File: src/rtl/pe_cluster_ctrl_pkg.sv
// Shared widths, types and layer arithmetic for the PE cluster sequencer.
package pe_ctrl_pkg;

   localparam int DATA_WIDTH       = 16;
   localparam int MAX_FILTER_WIDTH = 11;
   localparam int LOG_MFW          = $clog2(MAX_FILTER_WIDTH);
   localparam int MAX_ROW_NUM      = 16;
   localparam int LOG_MRN          = $clog2(MAX_ROW_NUM);
   localparam int MAX_IFMAP_WIDTH  = 64;
   localparam int LOG_MIW          = $clog2(MAX_IFMAP_WIDTH);
   localparam int CNT_WIDTH        = 16;

   typedef logic [LOG_MFW:0]    k_t;
   typedef logic [LOG_MRN:0]    r_t;
   typedef logic [LOG_MIW:0]    w_t;
   typedef logic [CNT_WIDTH-1:0] cnt_t;

   localparam k_t K_MAX = k_t'(MAX_FILTER_WIDTH);
   localparam r_t R_MAX = r_t'(MAX_ROW_NUM);
   localparam w_t W_MAX = w_t'(MAX_IFMAP_WIDTH);

   typedef enum logic [2:0] {IDLE, LOAD_W, CLR, STREAM, DRAIN, DONE} ctrl_state_e;

   // Ifmap words needed for R output rows: ((R-1)*S + K) input rows of W words.
   function automatic cnt_t calc_ni(input k_t k, input r_t r, input k_t s, input w_t w);
      cnt_t rows;
      rows = (cnt_t'(r) - cnt_t'(1)) * cnt_t'(s) + cnt_t'(k);
      return rows * cnt_t'(w);
   endfunction

   // Psums produced: R rows of floor((W-K)/S)+1 outputs each.
   function automatic cnt_t calc_no(input k_t k, input r_t r, input k_t s, input w_t w);
      cnt_t cols;
      cols = (cnt_t'(w) - cnt_t'(k)) / cnt_t'(s) + cnt_t'(1);
      return cnt_t'(r) * cols;
   endfunction

endpackage

File: src/rtl/pe_cluster_ctrl_if.sv
// Stream and cluster-side signals of the PE cluster sequencer.
interface pe_cluster_ctrl_if;
   import pe_ctrl_pkg::*;

   logic [DATA_WIDTH-1:0] i_w_data;
   logic                  i_w_valid;
   logic                  o_w_ready;
   logic [DATA_WIDTH-1:0] i_if_data;
   logic                  i_if_valid;
   logic                  o_if_ready;
   logic [DATA_WIDTH-1:0] o_weight_data;
   logic                  o_weight_valid;
   k_t                    o_wr_w_row_ptr;
   k_t                    o_wr_w_col_ptr;
   logic [DATA_WIDTH-1:0] o_ifmap_data;
   logic                  o_ifmap_valid;
   logic                  o_reset_ifmap;
   logic                  i_peout_valid;

   modport slave (
      input  i_w_data, i_w_valid, i_if_data, i_if_valid, i_peout_valid,
      output o_w_ready, o_if_ready, o_weight_data, o_weight_valid,
             o_wr_w_row_ptr, o_wr_w_col_ptr, o_ifmap_data, o_ifmap_valid, o_reset_ifmap
   );

   modport master (
      output i_w_data, i_w_valid, i_if_data, i_if_valid, i_peout_valid,
      input  o_w_ready, o_if_ready, o_weight_data, o_weight_valid,
             o_wr_w_row_ptr, o_wr_w_col_ptr, o_ifmap_data, o_ifmap_valid, o_reset_ifmap
   );

endinterface

File: src/rtl/pe_wptr_counter.sv
// Row/column write pointer into a KxK weight store; col wraps at K-1 and bumps row.
module pe_wptr_counter
   import pe_ctrl_pkg::*;
(
   input  logic clk,
   input  logic reset,
   input  logic clear,
   input  logic advance,
   input  k_t   k,
   output k_t   row,
   output k_t   col,
   output logic last
);

   k_t   row_q, row_d;
   k_t   col_q, col_d;
   logic col_wrap;

   // Next pointer: clear wins, otherwise step col and carry into row at the wrap.
   always_comb begin
      col_wrap = (col_q == k - k_t'(1));
      row_d    = row_q;
      col_d    = col_q;
      if (clear) begin
         row_d = '0;
         col_d = '0;
      end else if (advance) begin
         if (col_wrap) begin
            col_d = '0;
            row_d = row_q + k_t'(1);
         end else begin
            col_d = col_q + k_t'(1);
         end
      end
   end

   // Pointer registers.
   always_ff @(posedge clk or posedge reset) begin
      if (reset) begin
         row_q <= '0;
         col_q <= '0;
      end else begin
         row_q <= row_d;
         col_q <= col_d;
      end
   end

   assign row  = row_q;
   assign col  = col_q;
   assign last = col_wrap && (row_q == k - k_t'(1));

endmodule

File: src/rtl/pe_cluster_ctrl.sv
// PE cluster sequencer: config latch, weight load, lane clear, ifmap stream, psum count.
module pe_cluster_ctrl
   import pe_ctrl_pkg::*;
(
   input  logic               clk,
   input  logic               reset,
   input  logic               i_start,
   input  k_t                 i_filter_width,
   input  r_t                 i_row_num,
   input  k_t                 i_stride,
   input  w_t                 i_ifmap_width,
   pe_cluster_ctrl_if.slave   bus,
   output logic               o_busy,
   output logic               o_done,
   output logic               o_err,
   output cnt_t               o_psum_cnt
);

   ctrl_state_e           state_q, state_d;
   k_t                    k_q, k_d;
   cnt_t                  ni_q, ni_d;
   cnt_t                  no_q, no_d;
   cnt_t                  if_cnt_q, if_cnt_d;
   cnt_t                  psum_cnt_q, psum_cnt_d;
   logic                  err_q, err_d;
   logic                  w_valid_q, w_valid_d;
   logic [DATA_WIDTH-1:0] w_data_q, w_data_d;
   k_t                    w_row_q, w_row_d;
   k_t                    w_col_q, w_col_d;
   logic                  if_valid_q, if_valid_d;
   logic [DATA_WIDTH-1:0] if_data_q, if_data_d;

   logic cfg_ok;
   logic w_accept;
   logic if_accept;
   logic ptr_clear;
   logic ptr_last;
   k_t   ptr_row;
   k_t   ptr_col;

   pe_wptr_counter u_wptr (
      .clk     (clk),
      .reset   (reset),
      .clear   (ptr_clear),
      .advance (w_accept),
      .k       (k_q),
      .row     (ptr_row),
      .col     (ptr_col),
      .last    (ptr_last)
   );

   // Sequencer next-state: handshakes, registered stream outputs, counters and config latch.
   // R, S and W only matter through NI/NO, so only K and those two totals are kept.
   always_comb begin
      cfg_ok = (i_filter_width != '0) && (i_filter_width <= K_MAX) &&
               (i_row_num != '0) && (i_row_num <= R_MAX) &&
               (i_stride != '0) &&
               (i_ifmap_width >= w_t'(i_filter_width)) && (i_ifmap_width <= W_MAX);
      w_accept   = (state_q == LOAD_W) && bus.i_w_valid;
      if_accept  = (state_q == STREAM) && bus.i_if_valid;
      ptr_clear  = 1'b0;
      state_d    = state_q;
      k_d        = k_q;
      ni_d       = ni_q;
      no_d       = no_q;
      if_cnt_d   = if_cnt_q;
      psum_cnt_d = psum_cnt_q;
      err_d      = 1'b0;
      w_valid_d  = 1'b0;
      w_data_d   = w_data_q;
      w_row_d    = w_row_q;
      w_col_d    = w_col_q;
      if_valid_d = 1'b0;
      if_data_d  = if_data_q;

      if (w_accept) begin
         w_valid_d = 1'b1;
         w_data_d  = bus.i_w_data;
         w_row_d   = ptr_row;
         w_col_d   = ptr_col;
      end

      if (if_accept) begin
         if_valid_d = 1'b1;
         if_data_d  = bus.i_if_data;
         if_cnt_d   = if_cnt_q + cnt_t'(1);
      end

      if ((state_q inside {LOAD_W, CLR, STREAM, DRAIN}) && bus.i_peout_valid &&
          (psum_cnt_q != no_q)) begin
         psum_cnt_d = psum_cnt_q + cnt_t'(1);
      end

      case (state_q)
         IDLE: begin
            if (i_start) begin
               if (cfg_ok) begin
                  k_d        = i_filter_width;
                  ni_d       = calc_ni(i_filter_width, i_row_num, i_stride, i_ifmap_width);
                  no_d       = calc_no(i_filter_width, i_row_num, i_stride, i_ifmap_width);
                  if_cnt_d   = '0;
                  psum_cnt_d = '0;
                  ptr_clear  = 1'b1;
                  state_d    = LOAD_W;
               end else begin
                  err_d = 1'b1;
               end
            end
         end
         LOAD_W: begin
            if (w_accept && ptr_last) state_d = CLR;
         end
         CLR: begin
            ptr_clear = 1'b1;
            w_row_d   = '0;
            w_col_d   = '0;
            state_d   = STREAM;
         end
         STREAM: begin
            if (if_accept && (if_cnt_q == ni_q - cnt_t'(1))) state_d = DRAIN;
         end
         DRAIN: begin
            if (psum_cnt_q == no_q) state_d = DONE;
         end
         DONE: begin
            state_d = IDLE;
         end
         default: state_d = IDLE;
      endcase
   end

   // All sequencer state; async reset returns everything to idle with quiet outputs.
   always_ff @(posedge clk or posedge reset) begin
      if (reset) begin
         state_q    <= IDLE;
         k_q        <= '0;
         ni_q       <= '0;
         no_q       <= '0;
         if_cnt_q   <= '0;
         psum_cnt_q <= '0;
         err_q      <= 1'b0;
         w_valid_q  <= 1'b0;
         w_data_q   <= '0;
         w_row_q    <= '0;
         w_col_q    <= '0;
         if_valid_q <= 1'b0;
         if_data_q  <= '0;
      end else begin
         state_q    <= state_d;
         k_q        <= k_d;
         ni_q       <= ni_d;
         no_q       <= no_d;
         if_cnt_q   <= if_cnt_d;
         psum_cnt_q <= psum_cnt_d;
         err_q      <= err_d;
         w_valid_q  <= w_valid_d;
         w_data_q   <= w_data_d;
         w_row_q    <= w_row_d;
         w_col_q    <= w_col_d;
         if_valid_q <= if_valid_d;
         if_data_q  <= if_data_d;
      end
   end

   assign bus.o_w_ready      = (state_q == LOAD_W);
   assign bus.o_if_ready     = (state_q == STREAM);
   assign bus.o_reset_ifmap  = (state_q == CLR);
   assign bus.o_weight_valid = w_valid_q;
   assign bus.o_weight_data  = w_data_q;
   assign bus.o_wr_w_row_ptr = w_row_q;
   assign bus.o_wr_w_col_ptr = w_col_q;
   assign bus.o_ifmap_valid  = if_valid_q;
   assign bus.o_ifmap_data   = if_data_q;
   assign o_busy             = (state_q != IDLE);
   assign o_done             = (state_q == DONE);
   assign o_err              = err_q;
   assign o_psum_cnt         = psum_cnt_q;

endmodule
File: src/flat_wrapper.sv
// flat-port wrapper written by rule: the top's interface ports become plain ports
module pe_cluster_ctrl_flat import pe_ctrl_pkg::*;
  (clk, reset, i_start, i_filter_width, i_row_num, i_stride, i_ifmap_width, o_busy, o_done, o_err, o_psum_cnt, bus_i_w_data, bus_i_w_valid, bus_i_if_data, bus_i_if_valid, bus_i_peout_valid, bus_o_w_ready, bus_o_if_ready, bus_o_weight_data, bus_o_weight_valid, bus_o_wr_w_row_ptr, bus_o_wr_w_col_ptr, bus_o_ifmap_data, bus_o_ifmap_valid, bus_o_reset_ifmap);
  pe_cluster_ctrl_if bus_i ();
  input  logic clk;
  input  logic reset;
  input  logic i_start;
  input  k_t i_filter_width;
  input  r_t i_row_num;
  input  k_t i_stride;
  input  w_t i_ifmap_width;
  output logic o_busy;
  output logic o_done;
  output logic o_err;
  output cnt_t o_psum_cnt;
  input wire logic [$bits(bus_i.i_w_data)-1:0] bus_i_w_data;
  input wire logic [$bits(bus_i.i_w_valid)-1:0] bus_i_w_valid;
  input wire logic [$bits(bus_i.i_if_data)-1:0] bus_i_if_data;
  input wire logic [$bits(bus_i.i_if_valid)-1:0] bus_i_if_valid;
  input wire logic [$bits(bus_i.i_peout_valid)-1:0] bus_i_peout_valid;
  output wire logic [$bits(bus_i.o_w_ready)-1:0] bus_o_w_ready;
  output wire logic [$bits(bus_i.o_if_ready)-1:0] bus_o_if_ready;
  output wire logic [$bits(bus_i.o_weight_data)-1:0] bus_o_weight_data;
  output wire logic [$bits(bus_i.o_weight_valid)-1:0] bus_o_weight_valid;
  output wire logic [$bits(bus_i.o_wr_w_row_ptr)-1:0] bus_o_wr_w_row_ptr;
  output wire logic [$bits(bus_i.o_wr_w_col_ptr)-1:0] bus_o_wr_w_col_ptr;
  output wire logic [$bits(bus_i.o_ifmap_data)-1:0] bus_o_ifmap_data;
  output wire logic [$bits(bus_i.o_ifmap_valid)-1:0] bus_o_ifmap_valid;
  output wire logic [$bits(bus_i.o_reset_ifmap)-1:0] bus_o_reset_ifmap;
  assign bus_i.i_w_data = bus_i_w_data;
  assign bus_i.i_w_valid = bus_i_w_valid;
  assign bus_i.i_if_data = bus_i_if_data;
  assign bus_i.i_if_valid = bus_i_if_valid;
  assign bus_i.i_peout_valid = bus_i_peout_valid;
  assign bus_o_w_ready = bus_i.o_w_ready;
  assign bus_o_if_ready = bus_i.o_if_ready;
  assign bus_o_weight_data = bus_i.o_weight_data;
  assign bus_o_weight_valid = bus_i.o_weight_valid;
  assign bus_o_wr_w_row_ptr = bus_i.o_wr_w_row_ptr;
  assign bus_o_wr_w_col_ptr = bus_i.o_wr_w_col_ptr;
  assign bus_o_ifmap_data = bus_i.o_ifmap_data;
  assign bus_o_ifmap_valid = bus_i.o_ifmap_valid;
  assign bus_o_reset_ifmap = bus_i.o_reset_ifmap;
  pe_cluster_ctrl u_core (.clk(clk), .reset(reset), .i_start(i_start), .i_filter_width(i_filter_width), .i_row_num(i_row_num), .i_stride(i_stride), .i_ifmap_width(i_ifmap_width), .bus(bus_i), .o_busy(o_busy), .o_done(o_done), .o_err(o_err), .o_psum_cnt(o_psum_cnt));
endmodule
File: config.mk
export PLATFORM = sky130hd
export DESIGN_NAME = pe_cluster_ctrl_flat
export DESIGN_NICKNAME = d
export VERILOG_FILES = /design/src/rtl/pe_cluster_ctrl_pkg.sv /design/src/rtl/pe_cluster_ctrl_if.sv /design/src/rtl/pe_wptr_counter.sv /design/src/rtl/pe_cluster_ctrl.sv /design/src/flat_wrapper.sv
export SDC_FILE = /design/constraint.sdc
export NUM_CORES = 1
export LEC_CHECK = 0
export BUFFER_PORTS_ARGS = -buffer_cell sky130_fd_sc_hd__buf_2
export CORE_ASPECT_RATIO = 1.25
export CORE_UTILIZATION = 47
export CTS_CLUSTER_SIZE = 12
export DETAILED_ROUTE_END_ITERATION = 12
export SYNTH_ARGS = -nofsm -noshare
export SYNTH_HDL_FRONTEND = slang
export SYNTH_SLANG_ARGS = --single-unit
File: constraint.sdc
create_clock -name clk -period 4.35 [get_ports clk]
set_clock_uncertainty 0.05 [all_clocks]
set_input_delay 0.435 -clock clk [delete_from_list [all_inputs] [get_ports clk]]
set_output_delay 0.435 -clock clk [all_outputs]
set_load 0.01 [all_outputs]
# [Yosys cells after proc, flatten, opt, wreduce, memory -nomap -nowiden]
# Index checks and enable logic that the tools add are counted.
# Widths: inputs -> output; s select.
[classes] order_cmp=4 div_mod_pow=1 muxes=32 multipliers=3 n_reduce_logical=25 add_sub_neg=10 n_eq_ne=15
[ops] cell="$mux 16" count=8
[ops] cell="$mux 5" count=10
[ops] cell="$add 16x1->16 const B" count=3
[ops] cell="$eq 16x16->1" count=2
[ops] cell="$add 16x5->16" count=1
[ops] cell="$div 16x5->16" count=1
[ops] cell="$mul 16x5->16" count=1
[ops] cell="$mul 16x7->16" count=1
[ops] cell="$mul 5x16->16" count=1
[ops] cell="$ne 16x16->1" count=1
[ops] cell="$sub 16x1->16 const B" count=1
[ops] cell="$mux 3" count=5
[ops] cell="$pmux 3 s5" count=1
[ops] cell="$reduce_bool 5->1" count=3
[ops] cell="$logic_and 1x1->1" count=13
[ops] cell="$add 5x1->5 const B" count=2
[ops] cell="$eq 5x5->1" count=2
[ops] cell="$sub 7x5->8" count=1
[ops] cell="$ge 7x5->1" count=1
[ops] cell="$le 7x7->1 const B" count=1
[ops] cell="$mux 1" count=7
[ops] cell="$eq 3x2->1 const B" count=2
[ops] cell="$eq 3x3->1 const B" count=2
[ops] cell="$ne 2x1->1 const B" count=3
[ops] cell="14 further kinds" count=17
[word_totals] inputBits=60 reg_bits=127 elab_cells=105

# [Longest topological paths before layout]
# Gate-level depths: netlist (run 1).
[depth] depth_word=12 ltp_mapped=188 ltp_nobuf=181

# [Cells and area by module]
# A second synthesis (run 1) with hierarchy kept.
[hier_totals] cells_unflattened=2188 area_unflattened_um2=17785.8
[modules_own_cells] module="pe_cluster_ctrl" area_each_um2=16976.3 seq_area_each_um2=2927.8 instances=1 cells_per_inst=2099
[modules_own_cells] module="pe_wptr_counter" area_each_um2=809.5 seq_area_each_um2=250.2 instances=1 cells_per_inst=89

# [Worst setup path after synthesis (run 1)]
# Ideal clock, no wire load.
[synth_path] path_type="input -> register" startpoint="in i_filter_width[2]" endpoint="reg u_core.no_q[15]" path_stages=179 arrival_ns=34.986 n_path_buf=8 path_slack_ns=-30.762 path_cell_list="inv_1 ha_1 o211a_1 o21a_4 or2_1 buf_1 ha_1 nor2_1 o21ai_0 nand3_1 o31ai_4 o21a_1 ha_1 o21a_1 o21ai_1 nor2_1 or2_2 ha_1 [... 143 more ...] ha_1 a21o_1 a21o_1 a21oi_1 o21bai_1 a21oi_1 o21bai_1 a21oi_1 o21bai_1 a21oi_1 o21bai_1 a21oi_1 xnor2_1 xnor2_1 xnor2_1 xnor2_1 xnor3_1 o21ai_1"
[synth_between] elab_chain_cells=8 elab_cells_between_ends=14 cone_classes="2 x add/sub; 1 x mul; 1 x div; 2 x order compare; 8 x reduce/logical"
[synth_lines] element="start: declaration" line="flat_wrapper.sv:8" source="input k_t i_filter_width;"
[synth_lines] element="parallel branches: the longest is 8 deep, another holds $div 16x5->16"
[synth_lines] element="end signal: assignment" line="pe_cluster_ctrl.sv:152" source="no_q <= no_d;"
[synth_lines] element="end: declaration" line="pe_cluster_ctrl.sv:22" source="cnt_t no_q, no_d;"
# Parallel ways; which one is timed is not known.
# A chain may end at the register's enable or synchronous reset.

# [Final worst setup path (run 1)]
[layout_path] startpoint="in i_filter_width[1]" endpoint="reg u_core.no_q[15]"
# The elaborated chain is that of the path after synthesis.

==> flow_summary.json, run 1 <==
{
  "cts_buffer_depth": 3,
  "dieHeight_um": 216,
  "grt_max_degree": 82,
  "fill_cells": 2895,
  "startpoint": "i_filter_width[1]",
  "hold_class": "input port to flop",
  "crit_path_frequent_cell": "o21a_1",
  "start_util_pct": 47.6,
  "dpl_cell_area_um2": 23100,
  "first_pass_iters": 5,
  "insertion_delay_ns": 0.48,
  "cpLargestDelayFamily": "compound AO/OA/AOI/OAI gates",
  "ant_nets": 0,
  "worstSetupEndpointType": "flop",
  "holdCritStartpoint": "bus_i_w_data[8]",
  "final_area_um2": 26000,
  "drtIter0Drc": 939,
  "avgRoutedWirePerCell_um": 16.5,
  "worstMarginPinSlew_ns": 0.968,
  "clkTransAtPathRegs_ns": 0.06,
  "synthFlopType": "dfrtp_1",
  "rows": 78,
  "cts_max_level": 4,
  "layout-drive-gt1-share_pct": 40.1,
  "track_usage_pct": 29.7,
  "criticalPathCategory": "input port to flop",
  "grt_first_pass_wirelength_um": 90700,
  "final_common_cell": "buf_4",
  "cpMaxStageDelayCell": "fa_1",
  "setup_ws_ns": -26.54,
  "synth_xor_area_share_pct": 8.94,
  "ys_types": 114,
  "cts_buffers": 25,
  "seq_area_frac_synth_pct": 18.4,
  "required_ns": 4.69,
  "vias": 18400,
  "synth-simple-area-share_pct": 24.8,
  "startpoint_type": "input port",
  "via_per_inst": 5.36,
  "maxCapViolations": 0,
  "area_delta_synth_final_pct": 50.5,
  "pin_count": 126,
  "postLayoutCoreUtil_pct": 71.6,
  "cts-root-buf": "clkbuf_16",
  "cp_data_arrival_time_ns": 31.23,
  "outcome": "finished with violations",
  "synth_area_um2": 17300,
  "die_area_um2": 37500,
  "overflow": 0,
  "period_share_pct": 710,
  "final_nets": 3264,
  "fmax_mhz": 32.4,
  "synth_fp_nets": 2445,
  "io_buffers": 125,
  "r2r_start": "u_core.ni_q[2]",
  "drt-total-wl_um": 56700,
  "place_congestion": 0.925,
  "design.core.area_um2": 36300,
  "cp_max_fo": 7,
  "hold_viol": 0,
  "cts_tree": "yes",
  "slew_viol_final": 0,
  "hpwl_um": 42300,
  "path_buf_inv": 9,
  "final_cell_mix": "704 x buf_4, 341 x nand2_1, 160 x inv_1, 127 x dfrtp_1, 125 x nor2_1",
  "grt_pass1_vias": 19200,
  "synthCells": 2124,
  "rsz0062_at_grt": "yes",
  "drc": 0,
  "setup_viol": 29,
  "setup_tns_ns": -424.48,
  "die_w_um": 174,
  "synth_compound_area_share_pct": 16.4,
  "max_stage_delay_ns": 0.52,
  "fin_crit_ns": 30.89,
  "async_reset_ff_share_pct": 100,
  "hold_buffers": 0,
  "slew_headroom_pct": 35.5,
  "syn_avg_cell_area_um2": 8.14,
  "synth_edf_count": 0,
  "cts_sinks": 127,
  "fin_hold_ws_ns": 0.0933,
  "synth-adder-area-share_pct": 24.0,
  "ys_ff_latch": 127,
  "antenna_found_initial": 3,
  "violations": "negative setup slack",
  "yosys_warnings": 0,
  "synthMuxAreaShare_pct": 1.96,
  "synth_top_family_by_area": "simple AND/OR/NAND/NOR gates"
}
kinds of logic after synthesis:
group | after synthesis
xor+xnor | 174
fa+ha+maj | 263
compound gates | 405
other cells | 1
buf+inv | 244
flops | 127
simple gates | 880
mux | 30
final cells by class:
type                            count  area [µm²]  area share (%)
Multi-Input combinational cell   1753       14600            56.0
Timing Repair Buffer              854        6260            24.1
Sequential cell                   127        3180            12.2
Inverter                          182         701            2.69
Clock buffer                       29         671            2.58
Tap cell                          480         601            2.31
Clock inverter                      1        30.0           0.115
Antenna cell                        1        2.50         0.00962
registers in the layout, summed over array words and instances, names as in the netlist:
register,flops
u_core.if_cnt_q,16
u_core.bus.o_weight_valid,1
u_core.bus.o_ifmap_data,16
u_core.k_q,5
u_core.o_err,1
u_core.u_wptr.row,5
u_core.state_q,3
u_core.no_q,16
u_core.bus.o_ifmap_valid,1
u_core.u_wptr.col,5
u_core.bus.o_wr_w_row_ptr,5
u_core.ni_q,16
u_core.bus.o_wr_w_col_ptr,5
u_core.o_psum_cnt,16
u_core.bus.o_weight_data,16
metrics by stage:
stage          worst slack, ns  cells
2_1_floorplan           -27.55   2124
4_1_cts                 -25.67   3388
6_report                -26.54   3427
3_5_place_dp            -27.62   3214
3_3_place_gp            -26.69   3214
5_1_grt                 -28.27   3426
routing by layer:
layer  track usage, %  vias to the layer above  share of wire (%)
met4             15.5                        4                5.2
met2             57.4                      482                 54
met3             3.04                      183                3.5
met1             31.5                     8816                 38
met5                0                        -              0.055
li1                 -                     8875                  -
worst min-delay path, delay by kind of cell:
kind          cells  cell delay (ns)
simple gates      2             0.08
buf+inv           1             0.07
repair_timing:
| item | in CTS | in global routing |
|---|---|---|
| hold endpoints to repair | 0 | 0 |
| setup endpoints to repair | 29 | 29 |
| setup buffers | 145 | 54 |
| pin swaps | 122 | 80 |
| gates resized for setup | 127 | 70 |
synthesized netlist by cell type, drive strengths merged (4+ instances only):
| master | n | area [µm²] |
|---|---|---|
| a211o | 4 | 35.0 |
| nor2 | 144 | 543 |
| and4 | 6 | 57.6 |
| buf | 11 | 63.8 |
| or2 | 12 | 77.6 |
| mux2i | 18 | 200 |
| a31o | 5 | 52.6 |
| o21a | 46 | 354 |
| and2 | 75 | 469 |
| o31ai | 18 | 149 |
| fa | 115 | 2300 |
| nand2b | 34 | 213 |
| nor4 | 16 | 134 |
| xor2 | 59 | 524 |
| xnor2 | 114 | 998 |
| o21bai | 20 | 150 |
| o21ai | 101 | 513 |
| o22ai | 5 | 37.5 |
| a211oi | 9 | 82.6 |
| o211a | 7 | 77.6 |
| clkbuf | 51 | 191 |
| nand2 | 354 | 1330 |
| nand4 | 23 | 165 |
| or4 | 4 | 30.0 |
| nor3 | 72 | 392 |
| a21o | 29 | 218 |
| o211ai | 12 | 100 |
| nor2b | 21 | 131 |
| o32ai | 4 | 42.6 |
| or3 | 21 | 141 |
| a21boi | 7 | 56.3 |
| dfrtp | 127 | 3180 |
| nand3 | 59 | 305 |
| ha | 146 | 1830 |
| a2111oi | 4 | 60.1 |
| and3 | 21 | 136 |
| inv | 182 | 683 |
| nor3b | 8 | 65.1 |
| a31oi | 17 | 151 |
| a21oi | 83 | 419 |
| mux2 | 12 | 139 |
final timing paths:
path                                               endpoint  depth (start not counted)  slack, ns
max in group asynchronous                    u_core.no_q[6]                          3       3.20
worst min-delay path            u_core.bus.o_weight_data[8]                          3       0.09
worst min register to register   u_core.bus.o_ifmap_data[2]                          2       0.41
worst max register to register            u_core.state_q[0]                         12       1.07
worst max-delay path                        u_core.no_q[15]                        177     -26.54
min in group asynchronous              u_core.o_psum_cnt[0]                          2       0.15
Power of run 1 is left out: the tool's default activity adds up to more than one toggle a clock period on the data nets, which glitch-free logic cannot reach.
==> inputs of run 2 (changes only) <==
Settings changed: HOLD_SLACK_MARGIN set to 0.12.
==> flow_summary.json, run 2 (synthesized netlist as in run 1, its figures left out) <==
{
  "required_ns": 4.69,
  "io_buffers": 125,
  "cp_data_arrival_time_ns": 31.23,
  "drt-total-wl_um": 57200,
  "final_nets": 3294,
  "first_pass_iters": 5,
  "cp_max_fo": 7,
  "fin_crit_ns": 30.89,
  "cts_buffer_depth": 3,
  "layout-drive-gt1-share_pct": 39.7,
  "routed.top_layer": "met5",
  "rows": 78,
  "cpMaxStageDelayCell": "fa_1",
  "multi_input_comb_area_um2": 14600,
  "r2r_start": "u_core.ni_q[2]",
  "r2r-end": "u_core.state_q[0]",
  "worstMarginPinSlew_ns": 0.971,
  "overflow": 0,
  "wl_met3_um": 1720,
  "cts_buffers": 25,
  "maxCapViolations": 0,
  "dieHeight_um": 216,
  "ant_nets": 0,
  "place_congestion": 0.925,
  "fill_cells": 2839,
  "period_share_pct": 710,
  "setup_ws_ns": -26.54,
  "grt_max_degree": 82,
  "hpwl_um": 42300,
  "wl_met1_um": 21600,
  "cts_sinks": 127,
  "drc": 0,
  "max_stage_delay_ns": 0.52,
  "fmax_mhz": 32.4,
  "hold_viol": 0,
  "avgRoutedWirePerCell_um": 16.5,
  "whs_endpoint": "u_core.bus.o_ifmap_data[7]",
  "insertion_delay_ns": 0.48,
  "grt_pass1_vias": 19400,
  "startpoint_type": "input port",
  "slew_viol_final": 0,
  "violations": "negative setup slack",
  "hold_class": "input port to flop",
  "clkTransAtPathRegs_ns": 0.05,
  "setup_viol": 29,
  "outcome": "finished with violations",
  "antenna_found_initial": 3,
  "die_w_um": 174,
  "wl_met2_um": 30900,
  "cts-root-buf": "clkbuf_16",
  "cts_tree": "yes",
  "die_area_um2": 37500,
  "slew_headroom_pct": 35.2,
  "area_delta_synth_final_pct": 52.3,
  "setup_tns_ns": -424.53,
  "track_usage_pct": 30.0,
  "design.core.area_um2": 36300,
  "r2r_setup_slack_ns": 1.08,
  "fin_hold_ws_ns": 0.126,
  "reg2regPathDepth": 12,
  "drtIter0Drc": 978,
  "via_per_inst": 5.34,
  "worstSetupEndpointType": "flop",
  "vias": 18400,
  "whs_path_depth": 3,
  "final_common_cell": "buf_4",
  "pin_count": 126,
  "final_cell_mix": "704 x buf_4, 341 x nand2_1, 160 x inv_1, 127 x dfrtp_1, 125 x nor2_1",
  "grt_first_pass_wirelength_um": 91600,
  "regArea_um2": 3180,
  "start_util_pct": 47.6,
  "holdCritStartpoint": "bus_i_if_data[7]",
  "crit_path_frequent_cell": "o21a_1",
  "criticalPathCategory": "input port to flop",
  "cts_max_level": 4,
  "rsz0062_at_grt": "yes"
}
run 2: cell count changes in the layout (fill, tap and decap cells not counted), sizes merged:
cell / delta
dlygate4sd3: +30
run 2: critical path: cells and delay by family:
family	cells	cell delay, ns
compound gates	89	13.91
xor+xnor	6	1.11
fa+ha+maj	22	6.45
buf+inv	9	0.90
mux	4	1.12
simple gates	47	7.21
run 2: what timing repair did:
item,in CTS,in global routing
hold buffers,30,0
gates resized for setup,127,70
pin swaps,122,80
setup endpoints to repair,29,29
buffers inserted,145,54
hold endpoints to repair,30,0
run 2: layer usage:
metal,vias up,GRT usage [%]
met3,187,2.98
li1,8937,-
met1,8877,31.5
met2,440,58.3
met4,4,15.7
met5,-,0
run 2: worst max path at each step:
stage | end | slack (ns) | start
final | u_core.no_q[15] | -26.54 | i_filter_width[1]
after global routing | u_core.no_q[15] | -28.27 | i_filter_width[1]
after CTS | u_core.no_q[15] | -25.67 | i_filter_width[1]
after detailed placement | u_core.no_q[15] | -27.62 | i_ifmap_width[0]
after global placement | u_core.no_q[15] | -26.69 | i_ifmap_width[0]
after floorplan | u_core.no_q[15] | -27.55 | i_ifmap_width[0]
run 2: area by class of cell:
class                   count  share of cell area (%)
clock buffers              29                    2.55
diodes                      1                 0.00951
repair buffers            884                    24.9
clock inverters             1                   0.114
well taps                 480                    2.28
inverters                 182                    2.66
flip-flops and latches    127                    12.1
multi-input cells        1753                    55.4
run 2: per-stage QoR:
stage	cell area [µm²]	utilization, %	std cells	setup WS [ns]
finish	26300	72.5	3457	-26.54
global route	26300	72.5	3456	-28.27
CTS	25700	70.8	3418	-25.67
detailed placement	23100	63.6	3214	-27.62
global placement	23100	63.6	3214	-26.69
floorplan	18100	-	2124	-27.55
Power of run 2 is left out for the same reason.
